===== src/rtl/instr_line_fill_if.sv =====
// Main-memory word read port between the line-fill engine (master) and memory (slave).
// Requests issue on rd_req & rd_ready; responses return in issue order on rd_valid.
interface instr_line_fill_if;
    logic        rd_req;
    logic [31:0] rd_addr;
    logic        rd_ready;
    logic [31:0] rd_data;
    logic        rd_valid;

    modport master (output rd_req, rd_addr, input rd_ready, rd_data, rd_valid);
    modport slave  (input rd_req, rd_addr, output rd_ready, rd_data, rd_valid);
endinterface


===== src/rtl/instr_line_fill.sv =====
// I-cache line-fill engine: issues LINE_WORDS pipelined word reads, assembles the in-order
// responses into one line and returns it with a single fill_valid pulse (fill_error on timeout).
module instr_line_fill #(
    parameter int LINE_WORDS     = 8,
    parameter int TIMEOUT_CYCLES = 1024
) (
    input  logic                     CLK,
    input  logic                     RESET,
    input  logic                     fill_req,
    input  logic [31:0]              fill_addr,
    output logic [LINE_WORDS*32-1:0] fill_data,
    output logic                     fill_valid,
    output logic                     fill_error,
    output logic                     busy,
    instr_line_fill_if.master        mem
);
    localparam int CNT_W = $clog2(LINE_WORDS + 1);
    localparam int WD_W  = $clog2(TIMEOUT_CYCLES + 1);
    localparam int OFF_W = $clog2(LINE_WORDS * 4);

    localparam logic [2:0] IDLE    = 3'd0;
    localparam logic [2:0] ISSUE   = 3'd1;
    localparam logic [2:0] WAIT    = 3'd2;
    localparam logic [2:0] DONE    = 3'd3;
    localparam logic [2:0] RELEASE = 3'd4;

    logic [2:0]       state;
    logic [2:0]       state_next;
    logic [31:0]      base;
    logic [CNT_W-1:0] issue_cnt;
    logic [CNT_W-1:0] resp_cnt;
    logic [CNT_W-1:0] slot;
    logic [WD_W-1:0]  watchdog;
    logic [WD_W-1:0]  watchdog_next;
    logic             timed_out;
    logic             active;
    logic             issue_fire;
    logic             resp_fire;
    logic             last_issue;
    logic             last_resp;
    logic             timeout;

    assign active        = (state == ISSUE) || (state == WAIT);
    assign issue_fire    = (state == ISSUE) && mem.rd_ready;
    assign resp_fire     = active && mem.rd_valid && (resp_cnt < CNT_W'(LINE_WORDS));
    assign last_issue    = issue_fire && (issue_cnt == CNT_W'(LINE_WORDS - 1));
    assign last_resp     = resp_fire && (resp_cnt == CNT_W'(LINE_WORDS - 1));
    assign watchdog_next = watchdog + WD_W'(1);
    assign timeout       = active && !issue_fire && !resp_fire
                           && (watchdog_next == WD_W'(TIMEOUT_CYCLES));
    // Word 0 sits in the most significant slot of the line.
    assign slot          = CNT_W'(LINE_WORDS - 1) - resp_cnt;

    assign mem.rd_req  = (state == ISSUE);
    assign mem.rd_addr = base + {{(32 - CNT_W - 2){1'b0}}, issue_cnt, 2'b00};
    assign fill_valid  = (state == DONE);
    assign fill_error  = (state == DONE) && timed_out;
    assign busy        = (state != IDLE);

    always_comb begin
        // NOTE: default first so every path assigns state_next and no latch is inferred.
        state_next = state;
        case (state)
            IDLE:    if (fill_req) state_next = ISSUE;
            ISSUE: begin
                if (last_resp || timeout) state_next = DONE;
                else if (last_issue)      state_next = WAIT;
            end
            WAIT:    if (last_resp || timeout) state_next = DONE;
            DONE:    state_next = RELEASE;
            RELEASE: if (!fill_req) state_next = IDLE;
            default: state_next = IDLE;
        endcase
    end

    always_ff @(posedge CLK or negedge RESET) begin
        if (!RESET) begin
            state     <= IDLE;
            base      <= '0;
            issue_cnt <= '0;
            resp_cnt  <= '0;
            watchdog  <= '0;
            timed_out <= 1'b0;
            // NOTE: the line buffer is reset too; its contents are visible on fill_data.
            fill_data <= '0;
        end else begin
            // NOTE: non-blocking assignments so every register updates from pre-edge values.
            state <= state_next;
            case (state)
                IDLE: begin
                    if (fill_req) begin
                        base      <= {fill_addr[31:OFF_W], {OFF_W{1'b0}}};
                        issue_cnt <= '0;
                        resp_cnt  <= '0;
                        watchdog  <= '0;
                        timed_out <= 1'b0;
                    end
                end
                ISSUE, WAIT: begin
                    if (issue_fire) issue_cnt <= issue_cnt + CNT_W'(1);
                    if (resp_fire) begin
                        fill_data[{slot, 5'b00000} +: 32] <= mem.rd_data;
                        resp_cnt <= resp_cnt + CNT_W'(1);
                    end
                    // Any progress on either side of the pipe restarts the watchdog.
                    if (issue_fire || resp_fire) watchdog <= '0;
                    else                         watchdog <= watchdog_next;
                    if (timeout) timed_out <= 1'b1;
                end
                default: ;
            endcase
        end
    end
endmodule


===== src/flat_wrapper.sv =====
// flat-port wrapper written by rule: the top's interface ports become plain ports
module instr_line_fill_flat 
#(
    parameter int LINE_WORDS     = 8,
    parameter int TIMEOUT_CYCLES = 1024
)
  (CLK, RESET, fill_req, fill_addr, fill_data, fill_valid, fill_error, busy, mem_rd_req, mem_rd_addr, mem_rd_ready, mem_rd_data, mem_rd_valid);
  instr_line_fill_if mem_i ();
  input  logic CLK;
  input  logic RESET;
  input  logic fill_req;
  input  logic [31:0] fill_addr;
  output logic [LINE_WORDS*32-1:0] fill_data;
  output logic fill_valid;
  output logic fill_error;
  output logic busy;
  output wire logic [$bits(mem_i.rd_req)-1:0] mem_rd_req;
  output wire logic [$bits(mem_i.rd_addr)-1:0] mem_rd_addr;
  input wire logic [$bits(mem_i.rd_ready)-1:0] mem_rd_ready;
  input wire logic [$bits(mem_i.rd_data)-1:0] mem_rd_data;
  input wire logic [$bits(mem_i.rd_valid)-1:0] mem_rd_valid;
  assign mem_rd_req = mem_i.rd_req;
  assign mem_rd_addr = mem_i.rd_addr;
  assign mem_i.rd_ready = mem_rd_ready;
  assign mem_i.rd_data = mem_rd_data;
  assign mem_i.rd_valid = mem_rd_valid;
  instr_line_fill #(.LINE_WORDS(LINE_WORDS), .TIMEOUT_CYCLES(TIMEOUT_CYCLES)) u_core (.CLK(CLK), .RESET(RESET), .fill_req(fill_req), .fill_addr(fill_addr), .fill_data(fill_data), .fill_valid(fill_valid), .fill_error(fill_error), .busy(busy), .mem(mem_i));
endmodule

===== config.mk =====
export PLATFORM = sky130hd
export DESIGN_NAME = instr_line_fill_flat
export DESIGN_NICKNAME = d
export VERILOG_FILES = /design/src/rtl/instr_line_fill_if.sv /design/src/rtl/instr_line_fill.sv /design/src/flat_wrapper.sv
export SDC_FILE = /design/constraint.sdc
export NUM_CORES = 1
export LEC_CHECK = 0
export CAP_MARGIN = 30
export CORE_UTILIZATION = 40
export CTS_CLUSTER_SIZE = 28
export DETAILED_ROUTE_END_ITERATION = 10
export PLACE_DENSITY = 0.78
export SETUP_SLACK_MARGIN = 0.15
export SLEW_MARGIN = 40
export SYNTH_ARGS = -nofsm -noshare
export SYNTH_HDL_FRONTEND = slang
export SYNTH_SLANG_ARGS = --single-unit

===== constraint.sdc =====
create_clock -name CLK -period 3.2 [get_ports CLK]
set_input_delay 0.48 -clock CLK [delete_from_list [all_inputs] [get_ports CLK]]
set_output_delay 0.48 -clock CLK [all_outputs]
set_load 0.05 [all_outputs]

# After elaboration in Yosys (flattened, before gate mapping)
# Cells that the tools add are included.
[totals] reg_bits=306 in_bits=69 output_inout_bits=292 word_cells=73
[classes] n_addsub=6 n_lt_le_gt_ge=1 eq_ne=14 shift=2 mux=18 reduce_logical=25
[op_table] cell="bitwise mux 256 bit" n=1
[op_table] cell="variable shift 32 x 11 -> 256 bit, first input constant" n=1
[op_table] cell="indexed part select 32 x 11 -> 256 bit" n=1
[op_table] cell="adder 32 x 6 -> 32 bit" n=1
[op_table] cell="2-to-1 mux 11 bit" n=2
[op_table] cell="one-hot mux 11 bit (2 select lines)" n=1
[op_table] cell="one-hot mux 4 bit (2 select lines)" n=2
[op_table] cell="2-to-1 mux 3 bit" n=5
[op_table] cell="one-hot mux 3 bit (5 select lines)" n=1
[op_table] cell="2-to-1 mux 4 bit" n=3
[op_table] cell="adder 11 x 1 -> 11 bit, second input constant" n=1
[op_table] cell="equality test 11 bit, second input constant" n=1
[op_table] cell="negation 9 -> 11 bit" n=1
[op_table] cell="logical AND 1 bit" n=9
[op_table] cell="AND reduction 3 bit" n=3
[op_table] cell="adder 4 x 1 -> 4 bit, second input constant" n=2
[op_table] cell="equality test 4 x 3 -> 1 bit, second input constant" n=2
[op_table] cell="equality test 3 x 2 -> 1 bit, second input constant" n=2
[op_table] cell="inequality test 2 x 1 -> 1 bit, second input constant" n=3
[op_table] cell="inequality test 2 bit, second input constant" n=3
[op_table] cell="AND reduction 2 bit" n=3
[op_table] cell="less-than comparator 4 bit, second input constant" n=1
[op_table] cell="AND reduction 4 bit" n=1
[op_table] cell="subtractor 3 x 4 -> 4 bit, first input constant" n=1
[op_table] cell="11 further kinds" n=15

# Longest topological paths before layout
[logic_depth] word_depth=10 ltp_mapped=10 ltp_nobuf=7

# Worst setup path after synthesis
# Ideal clock, no wire load.
[synth_path] path_type="register to output" startpoint="register u_core.issue_cnt[3]" endpoint="output port mem_rd_addr[29]" t_arrival_ns=2.545 required_time_ns=2.720 slack_ns=0.175 stages_incl_launch_ff=8 path_buffers=0 cell_sequence="dfrtp_1 > ha_1 > ha_1 > and4_1 > nand4_1 > nor3_1 > nand3_1 > xnor2_1"
[synth_via] elab_chain_cells=1
[synth_rtl] element="from (decl)" line="instr_line_fill.sv:30" rtl="logic [CNT_W-1:0] issue_cnt;"
[synth_rtl] element="from (signal assigned)" line="instr_line_fill.sv:100" rtl="if (issue_fire) issue_cnt <= issue_cnt + CNT_W'(1);"
[synth_rtl] element="adder 32 x 6 -> 32 bit" line="instr_line_fill.sv:55" rtl="assign mem.rd_addr = base + {{(32 - CNT_W - 2){1'b0}}, issue_cnt, 2'b00};"
[synth_rtl] element="to (decl)" line="flat_wrapper.sv:18" rtl="output wire logic [$bits(mem_i.rd_addr)-1:0] mem_rd_addr;"
# No other way between the ends.

# Worst setup path in the final report
[layout_path] startpoint="register u_core.base[5]" endpoint="output port mem_rd_addr[12]"
[layout_via] elab_chain_cells=1
[layout_rtl] element="from (decl)" line="instr_line_fill.sv:29" rtl="logic [31:0] base;"
[layout_rtl] element="from (signal assigned)" line="instr_line_fill.sv:92" rtl="base <= {fill_addr[31:OFF_W], {OFF_W{1'b0}}};"
[layout_rtl] element="adder 32 x 6 -> 32 bit" line="instr_line_fill.sv:55"
# No other way between the ends.

==> flow_metrics.py <==
metrics = {
    "worst_hold_path": {
        "hp-class": "input port to asynchronous set/reset pin",
    },
    "flow_run": {
        "cap_violations": 0,
    },
    "placement": {
        "port_buffers": 353,
        "placed_cells": 2210,
        "place.gp.congestion": 0.849,
        "place_area_mm2": 0.0173,
        "pre_cts_ws_ps": 391,
        "dp_hpwl_um": 29300,
    },
    "die": {
        "die_h_um": 185,
        "dieArea_mm2": 0.0342,
        "fp.coreArea_mm2": 0.0327,
        "dieWidth_um": 185,
        "num_io_pins": 361,
        "start_util": 0.409,
        "fp-row-count": 66,
    },
    "critical_path": {
        "cp.arrival_ps": 2440,
        "r2r-start": "u_core.resp_cnt[0]$_DFFE_PN0P_",
        "r2r_slack_ps": 500,
        "worstSetupEndpointType": "output pin",
        "cp_max_fo": 3,
        "crit_type": "flip-flop to output pin",
        "r2r-end": "u_core.fill_data[200]$_DFFE_PN0P_",
        "rr_worst_depth": 7,
        "required_ps": 2720,
        "cp-start-kind": "flip-flop",
    },
    "layout": {
        "fin_cells": 2274,
        "nets": 1884,
        "final_util": 0.566,
        "layout-drive-gt1-share": 0.0775,
        "fin_area_mm2": 0.0185,
        "num_antenna_cells": 0,
        "area_growth_pct": 38.6,
    },
    "synthesis": {
        "syn_area_mm2": 0.0134,
        "ys_ff_latch": 306,
        "synth_ff_type": "dfrtp_1",
        "yosysUniqueCellTypes": 49,
        "ys_warn_count": 0,
        "synthArstFlopShare": 1.00,
        "synth_edf_count": 0,
        "postSynthCellCount": 1501,
        "avgSynthCellArea_um2": 8.91,
        "ys_seq_area_frac": 0.573,
    },
    "drt": {
        "ant_nets": 0,
        "wl_um": 42000,
        "drt-met1-wl_um": 16900,
        "met3_length_um": 3110,
        "viasPerCell": 5.15,
        "wl_met2_um": 20100,
        "drt_iter0_markers": 826,
        "vias": 11708,
        "dr.pass1.iters": 5,
        "wl_per_cell_um": 18.5,
        "top_layer": "met4",
        "route.detailed.drc": 0,
    },
    "sta": {
        "period_minus_slack_ps": 2920,
        "timing.final.crit_share": 0.914,
        "relSlewSlack": 0.464,
        "setup_viol": 0,
        "fmax_mhz": 342,
        "fin_skew_ps": 14.8,
        "hold_viol_final": 0,
        "slew_violations": 0,
        "hold_slack_ps": 6.47,
        "finalSetupTns_ps": 0,
        "worstMarginPinSlew_ps": 798,
        "rsz0062_at_grt": "no",
        "layout_setup_ws_ps": 275,
    },
    "global_route": {
        "grt_use_total": 0.248,
        "antenna_found_initial": 0,
        "grt_max_degree": 89,
        "grt_pass1_wl_um": 65400,
        "grt-ovfl-total": 0,
        "grt_pass1_vias": 11728,
    },
    "clocking": {
        "cts_made_buffers": 34,
        "cts.clk_slew.worst_paths_ps": 60,
        "clk_latency_ps": 500,
        "cts_tree": "yes",
        "cts_root_buf": "clkbuf_16",
        "cts_buffer_depth": 3,
        "clock-sinks": 306,
        "htree_levels": 2,
    },
    "pwr": {
        "power.total_mw": 21.7,
        "p_per_area_mw_per_mm2": 1170,
        "leakage_nw": 8.20,
        "vdd_drop_max_uv": 703,
    },
    "outcome": {
        "outcome": "finished, final reports clean",
    },
}
## critical path, stage by stage, from the launching register on
cell and delay (ps):
dfrtp_1 360, ha_2 220, buf_4 130, nand3_1 120, nor2_1 150, xor2_1 160
clkdlybuf4s50_1 820
## flip-flops by register name, indices dropped and copies added, names as in the netlist
register	count
u_core.state	3
u_core.fill_data	256
u_core.base	27
u_core.resp_cnt	4
u_core.issue_cnt	4
u_core.timed_out	1
u_core.watchdog	11
## cells in the final DEF (no fill, tap or decap), types with 3 or more instances in the layout
| master | instances |
|---|---|
| nor2_1 | 26 |
| nor3_1 | 5 |
| nand4_1 | 10 |
| clkbuf_2 | 3 |
| xnor2_1 | 15 |
| clkbuf_8 | 4 |
| nor4_4 | 3 |
| buf_4 | 47 |
| or3_1 | 3 |
| bufinv_16 | 4 |
| nand2_1 | 303 |
| nand3_1 | 179 |
| nand2b_1 | 3 |
| nor3_2 | 7 |
| nor2_2 | 3 |
| xnor2_2 | 5 |
| inv_1 | 164 |
| nor4_1 | 3 |
| clkbuf_1 | 8 |
| clkinv_2 | 8 |
| xor2_1 | 15 |
| buf_12 | 8 |
| o21ai_0 | 253 |
| clkbuf_16 | 37 |
| dfrtp_1 | 306 |
| ha_1 | 6 |
| clkdlybuf4s50_1 | 332 |
| and2_1 | 3 |
| and3_1 | 5 |
| o21ai_1 | 20 |
| dlygate4sd2_1 | 5 |
## per-layer routing
layer  GRT usage  up-vias
met3      0.0552      118
li1            -     5452
met5           0        -
met4       0.120        0
met2       0.414      487
met1       0.303     5651
## power by group
part           switching [mW]  internal, mW  leakage [nW]
Sequential               1.02          5.28          3.88
Clock                    1.53          2.52         0.582
Combinational            7.96          3.40          3.74
## Yosys cell counts (all sizes together), types with 3 or more instances
| cell | count | area share |
|---|---|---|
| clkbuf | 98 | 0.031 |
| xnor2 | 20 | 0.014 |
| nand2b | 4 | 0.0024 |
| ha | 8 | 0.0075 |
| dfrtp | 306 | 0.57 |
| nand3 | 180 | 0.068 |
| or3 | 4 | 0.0019 |
| nand2 | 303 | 0.085 |
| and2 | 3 | 0.0014 |
| nor3 | 12 | 0.0045 |
| o21ai | 273 | 0.10 |
| nand4 | 10 | 0.0047 |
| buf | 30 | 0.013 |
| xor2 | 15 | 0.0098 |
| nor4 | 6 | 0.0062 |
| and3 | 5 | 0.0023 |
| and4 | 5 | 0.0033 |
| inv | 164 | 0.046 |
| nor2 | 29 | 0.0081 |
## area by class of cell
type / count / area, um^2
sequential: 306 / 7660
inverter: 164 / 616
clock buffer: 49 / 1010
tap: 442 / 553
clock inverter: 12 / 160
timing repair buffer: 397 / 3920
fill: 2840 / 14200
multi-input combinational: 904 / 4600
## kinds of logic (layout without fill, tap and decap cells)
group,Yosys count,in the layout,share of synthesized area
other cells,1,2,0.000281
compound gates,289,289,0.112
mux,3,3,0.00243
fa+ha+maj,8,8,0.00749
buf+inv,292,622,0.0901
xor+xnor,35,35,0.0235
simple gates,567,567,0.191
flops,306,306,0.573
## worst max-delay path by stage
stage / slack (ps) / from / to / cells past startpoint
floorplan: 170 / u_core.issue_cnt[3]$_DFFE_PN0P_ / mem_rd_addr[29] / 7
global placement: 410 / u_core.issue_cnt[3]$_DFFE_PN0P_ / mem_rd_addr[27] / 9
detailed placement: 390 / mem_rd_valid / u_core.fill_data[212]$_DFFE_PN0P_ / 7
CTS: 160 / u_core.base[10]$_DFFE_PN0P_ / mem_rd_addr[14] / 4
global route: 160 / u_core.base[5]$_DFFE_PN0P_ / mem_rd_addr[12] / 6
finish: 280 / u_core.base[5]$_DFFE_PN0P_ / mem_rd_addr[12] / 6
## timing repair
action                                  in CTS  in global routing
hold endpoints to repair                     0                  0
resized for setup                           17                  8
pin swaps                                    3                  3
hold buffers                                 0                  0
endpoints found under the setup margin      12                  8
buffers inserted                             3                  0
(Power assumes the default switching activity.)
